<file path="src/rtl/fc_seq_ctrl.sv">
// fc_seq_ctrl: group-wise sequencer for a fully-connected layer on NUM_PE MAC elements.
module fc_seq_ctrl #(
  parameter int NUM_PE    = 8,
  parameter int IN_LEN_W  = 10,
  parameter int OUT_NUM_W = 8,
  parameter int WADDR_W   = 14
) (
  input  logic                    clk_i,
  input  logic                    rst_async_n_i,
  input  logic                    start_i,
  input  logic [IN_LEN_W-1:0]     in_len_i,
  input  logic [OUT_NUM_W-1:0]    out_num_i,
  output logic                    busy_o,
  output logic                    done_o,
  output logic                    pix_rd_en_o,
  output logic [IN_LEN_W-1:0]     pix_addr_o,
  output logic                    wgt_rd_en_o,
  output logic [WADDR_W-1:0]      wgt_addr_o,
  output logic                    pe_clear_o,
  output logic                    pe_enable_o,
  input  logic [NUM_PE*32-1:0]    pe_result_i,
  output logic                    res_valid_o,
  output logic [31:0]             res_data_o,
  output logic [OUT_NUM_W-1:0]    res_idx_o,
  input  logic                    res_ready_i
);
  localparam int DW = $clog2(NUM_PE);
  localparam int NW = OUT_NUM_W + 1;

  typedef enum logic [2:0] {IDLE, CLEAR, MAC, FLUSH, DRAIN, DONE} state_t;

  state_t               state_q, state_d;
  logic [IN_LEN_W-1:0]  in_len_q, k_q;
  logic [OUT_NUM_W-1:0] out_num_q;
  logic [NW-1:0]        nb_q, nb_nxt, rem;
  logic [DW-1:0]        d_q;
  logic [WADDR_W-1:0]   gbase_q;
  logic                 k_last, d_last, hs;

  // nb is one bit wider than out_num so the final group's increment cannot wrap
  assign k_last = k_q == in_len_q - IN_LEN_W'(1);
  assign rem    = {1'b0, out_num_q} - nb_q;
  assign nb_nxt = nb_q + NW'(NUM_PE);
  assign d_last = (d_q == DW'(NUM_PE - 1)) || (NW'(d_q) + NW'(1) == rem);
  assign hs     = (state_q == DRAIN) && res_ready_i;

  always_comb begin
    state_d = state_q;
    case (state_q)
      IDLE:    if (start_i) state_d = (out_num_i == '0) ? DONE : CLEAR;
      CLEAR:   state_d = (in_len_q != '0) ? MAC : FLUSH;
      MAC:     if (k_last) state_d = FLUSH;
      FLUSH:   state_d = DRAIN;
      DRAIN:   if (hs && d_last) state_d = (nb_nxt >= {1'b0, out_num_q}) ? DONE : CLEAR;
      DONE:    state_d = IDLE;
      default: state_d = IDLE;
    endcase
  end

  always_ff @(posedge clk_i or negedge rst_async_n_i) begin
    if (!rst_async_n_i) begin
      state_q     <= IDLE;
      pe_enable_o <= 1'b0;
      in_len_q    <= '0;
      out_num_q   <= '0;
      k_q         <= '0;
      nb_q        <= '0;
      d_q         <= '0;
      gbase_q     <= '0;
    end else begin
      state_q     <= state_d;
      pe_enable_o <= pix_rd_en_o;
      if (state_q == IDLE && start_i) begin
        in_len_q  <= in_len_i;
        out_num_q <= out_num_i;
        k_q       <= '0;
        nb_q      <= '0;
        d_q       <= '0;
        gbase_q   <= '0;
      end
      if (state_q == MAC) k_q <= k_last ? '0 : k_q + IN_LEN_W'(1);
      if (state_q == FLUSH) d_q <= '0;
      if (hs) begin
        d_q <= d_q + DW'(1);
        if (d_last) begin
          nb_q    <= nb_nxt;
          gbase_q <= gbase_q + WADDR_W'(in_len_q);
        end
      end
    end
  end

  // outputs are gated to zero outside their active state so reset drives everything low
  assign busy_o      = state_q != IDLE;
  assign done_o      = state_q == DONE;
  assign pix_rd_en_o = state_q == MAC;
  assign wgt_rd_en_o = state_q == MAC;
  assign pix_addr_o  = pix_rd_en_o ? k_q : '0;
  assign wgt_addr_o  = wgt_rd_en_o ? gbase_q + WADDR_W'(k_q) : '0;
  assign pe_clear_o  = state_q == CLEAR;
  assign res_valid_o = state_q == DRAIN;
  assign res_data_o  = res_valid_o ? pe_result_i[32*d_q +: 32] : '0;
  assign res_idx_o   = res_valid_o ? nb_q[OUT_NUM_W-1:0] + OUT_NUM_W'(d_q) : '0;
endmodule

</file>
<file path="config.mk">
export PLATFORM = sky130hd
export DESIGN_NAME = fc_seq_ctrl
export DESIGN_NICKNAME = d
export VERILOG_FILES = /design/src/rtl/fc_seq_ctrl.sv
export SDC_FILE = /design/constraint.sdc
export NUM_CORES = 1
export LEC_CHECK = 0
export ABC_AREA = 1
export CORE_AREA = 4 4 135 137
export CTS_CLUSTER_DIAMETER = 40
export CTS_CLUSTER_SIZE = 20
export DETAILED_ROUTE_END_ITERATION = 8
export DIE_AREA = 0 0 139 141
export PLACE_DENSITY_LB_ADDON = 0.05
export SLEW_MARGIN = 20
export SYNTH_ARGS = -nofsm -noshare
export SYNTH_HDL_FRONTEND = slang
export SYNTH_SLANG_ARGS = --single-unit
</file>
<file path="constraint.sdc">
create_clock -name clk_i -period 3.5 [get_ports clk_i]
set_input_delay 0.7 -clock clk_i [delete_from_list [all_inputs] [get_ports clk_i]]
set_output_delay 0.7 -clock clk_i [all_outputs]
set_load 0.01 [all_outputs]
</file>
==> summary.md <==
| Metric | Value |
|---|---|
| Status | completed |
| Pre-CTS setup slack | 179.4 ps |
| Post-synth EDFFs | 0 |
| DRC | 0 |
| Clock share of power | 16.2% |
| Fin Clk Skew | 5.867 ps |
| Max Freq | 0.2947 GHz |
| Vias in the first global route | 8,434 |
| Post-layout min period | 3393 ps |
| Diode count | 0 |
| Synthesized area | 7143 um^2 |
| Post-DP HPWL | 23,630 um |
| Worst R2R End | gbase_q[3]$_DFF_PN0_ |
| DIE HEIGHT | 141 um |
| Pwr dens | 456.9 nW/um^2 |
| Hold Fails Final Rpt | 0 |
| Setup crit end kind | output port |
| H-tree Lvls | 3 |
| Latest clock arrival within the worst-skew pair | 330 ps |
| Layout area overhead | 56.19% |
| Die area | 19,600 um^2 |
| Internal Power | 2.655 mW |
| Finished Core Util | 65.41% |
| Unrepaired setup endpoints after global routing | false |
| Max Buffers Root-to-Sink | 2 |
| Psw | 2.442 mW |
| Pleak | 5.023 nW |
| Clock Root Buffer | clkbuf_16 |
| Hold Path Class | in2async |
| Total GRT Usage | 28.18% |
| Antenna violations before repair | 0 |
| Antenna Nets Post-Route | 0 |
| Worst-path maximum fanout | 92 |
| Internal reg-to-reg setup slack | 890 ps |
| Combinational power share | 63.1% |
| R2r worst-path depth | 15 |
| Synthesized instance count | 1,203 |
| Netlist cell types | 39 |
| Worst path required time | 2800 ps |
| Hold_ws | 375.9 ps |
| Maximum capacitance violations | 0 |
| Share of power burned in registers | 20.7% |
| Starting Density | 41.88% |
| Primary FF master, synth | dfrtp_1 |
| Clk sink count | 58 |
| First-pass GRT wire length | 44,690 um |
| Layout cells sized above 1 | 4.274% |
| Register area share after synthesis | 20.32% |
| Syn Area/Cell | 5.938 um^2 |
| Critical R2R Launch | nb_q[3]$_DFF_PN0_ |
| GP Congestion | 0.9398 |
| Startpoint types | flop |
| Slew at the pin closest to its max-slew limit | 656.0 ps |
| Critical path type | reg2out |
| Port Buffers | 348 |
| Total core area | 17,060 um^2 |
| 1st-iter DRT viols | 592 |
| Final worst slack | 106.9 ps |
| Sw Ratio | 47.91% |
| Fin nets | 1,843 |
| Max-slew violations | 0 |
| DR WL/cell | 16.95 um |
| Mapped Nets | 1,530 |
| Pre-antenna DRT Iters | 5 |
| CTS tree | yes |
| Io pins | 349 |
| Vias | 9,174 |
| CTS Buf Count | 9 |
| Largest net degree at the start of global routing | 93 |
| Setup TNS | 0 ps |
| Vias/cell | 5.254 |
| Die X | 139 um |
| Post-route clock period utilization | 96.95% |
| Worst vdd ir | 0.3424 mV |
| Row count | 48 |
| Yosys warns | 0 |
| Worst slew margin | 56.20% |
| Total Wirelength | 29,590 um |
| Worst path arrival time | 2690 ps |
| #FFs+latches synth | 58 |
| Async SR Flop Fraction | 100.0% |
| # setup viols final | 0 |
| Reg clk slew, reported paths | 60 ps |
| Grt total ovfl | 0 |
-- critical path, cell delays in order (launching register included) --
cell and delay [ps]:
dfrtp_4 500, buf_16 310, buf_4 290, o21ai_0 110, o22ai_1 170, o21ai_0 90
a31oi_1 240, clkdlybuf4s50_1 590
-- per-stage QoR --
| stage | power (mW) | area [um^2] | cells |
|---|---|---|---|
| 4_1_cts | 5.088 | 11110 | 1746 |
| 3_5_place_dp | 4.238 | 10840 | 1730 |
| 2_1_floorplan | 3.086 | 7143 | 1203 |
| 3_3_place_gp | 4.201 | 10840 | 1730 |
| 6_report | 5.098 | 11160 | 1746 |
| 5_1_grt | 5.547 | 11160 | 1746 |
-- worst max path at each step --
stage,start,endpoint,cells after the start
final,d_q[0]$_DFFE_PN0P_,res_data_o[28],7
after global routing,d_q[0]$_DFFE_PN0P_,res_data_o[28],7
after CTS,k_q[0]$_DFFE_PN0P_,wgt_addr_o[10],11
after detailed placement,pe_result_i[223],res_data_o[31],6
after global placement,pe_result_i[223],res_data_o[31],6
after floorplan,k_q[0]$_DFFE_PN0P_,wgt_addr_o[12],10
-- placed cells by master, fill, tap and decap left out, types with 2 or more instances in the layout --
master / synthesis / routed
clkdlybuf4s50_1: 0 / 344
nor2_1: 257 / 256
o21ai_0: 202 / 202
nand2_1: 186 / 186
inv_1: 117 / 114
nand3_1: 61 / 61
dfrtp_1: 58 / 54
a21oi_1: 45 / 44
o22ai_1: 42 / 42
ha_1: 45 / 42
a31oi_1: 32 / 31
xor2_1: 25 / 25
buf_4: 1 / 16
nor3_1: 10 / 10
clkbuf_16: 0 / 9
nand4_1: 7 / 7
xnor2_1: 7 / 7
o21ai_2: 7 / 7
o21ai_1: 6 / 6
a21o_1: 4 / 4
clkinv_2: 0 / 4
fa_1: 4 / 4
nor2_2: 3 / 3
nor4_1: 3 / 3
dfrtp_2: 0 / 3
buf_12: 0 / 3
inv_2: 1 / 2
a21oi_2: 1 / 2
nand2_4: 2 / 2
clkinv_1: 2 / 2
ha_2: 0 / 2
clkinvlp_4: 0 / 2
dlymetal6s2s_1: 0 / 2
-- Yosys cell counts (all sizes together) (2+ instances only) --
cell type / number / share of area (%)
nand2: 189 / 10
xor2: 25 / 3.1
a21o: 4 / 0.42
a31oi: 32 / 2.8
xnor2: 7 / 0.86
nand3: 62 / 4.4
a21oi: 46 / 3.3
nor3: 10 / 0.70
fa: 4 / 1.1
o21ai: 215 / 15
o22ai: 42 / 3.7
clkinv: 2 / 0.11
dfrtp: 58 / 20
nor4: 3 / 0.26
nand4: 7 / 0.61
inv: 118 / 6.2
nor2: 260 / 14
buf: 16 / 1.2
ha: 45 / 7.9
clkbuf: 50 / 2.6
-- cell type report --
class	count	area, um^2
clock buffers	11	242.7
multi-input cells	959	5000
inverters	120	454.2
well taps	225	281.5
fillers	1624	5899
clock inverters	5	30.03
repair buffers	368	3690
flip-flops and latches	58	1459
-- what timing repair did --
action / 4_1_cts / 5_1_grt
resized for setup: 2 / 11
hold buffers: 0 / 0
setup endpoints to repair: 2 / 10
buffers inserted: 0 / 0
pin swaps: 0 / 0
-- power by group through the flow --
stage                     logic [mW]  registers, mW  clock network (mW)
after global routing            3.61           1.07               0.861
final                           3.22           1.05               0.825
after floorplan                 2.13          0.960                   0
after detailed placement        3.19           1.05                   0
after CTS                       3.20           1.04               0.839
after global placement          3.15           1.05                   0
-- state kept, by name (all words and copies together) (netlist names) --
name         cells
d_q              3
gbase_q         14
in_len_q        10
k_q             10
nb_q             9
out_num_q        8
pe_enable_o      1
state_q          3
-- per-layer routing --
| metal | global-route usage [%] | part of all wire, % | up-vias |
|---|---|---|---|
| met2 | 49.58 | 50 | 360 |
| met1 | 33.56 | 40 | 4127 |
| met4 | 9.526 | 2.8 | 0 |
| li1 | - | - | 4635 |
| met3 | 7.191 | 7.3 | 52 |
| met5 | 0 | 0 | - |
-- cell families (layout without fill, tap and decap cells) --
| group | count (synthesis) | after routing | synth area share [%] |
|---|---|---|---|
| DFF | 58 | 58 | 20.32 |
| adders and majority gates | 49 | 49 | 9.003 |
| AOI/OAI and AO/OA | 344 | 344 | 26.13 |
| and+or+nand+nor | 533 | 533 | 30.13 |
| buffers and inverters | 186 | 504 | 10.18 |
| xor gates and xnor gates | 33 | 33 | 4.239 |
(Power assumes the default switching activity.)
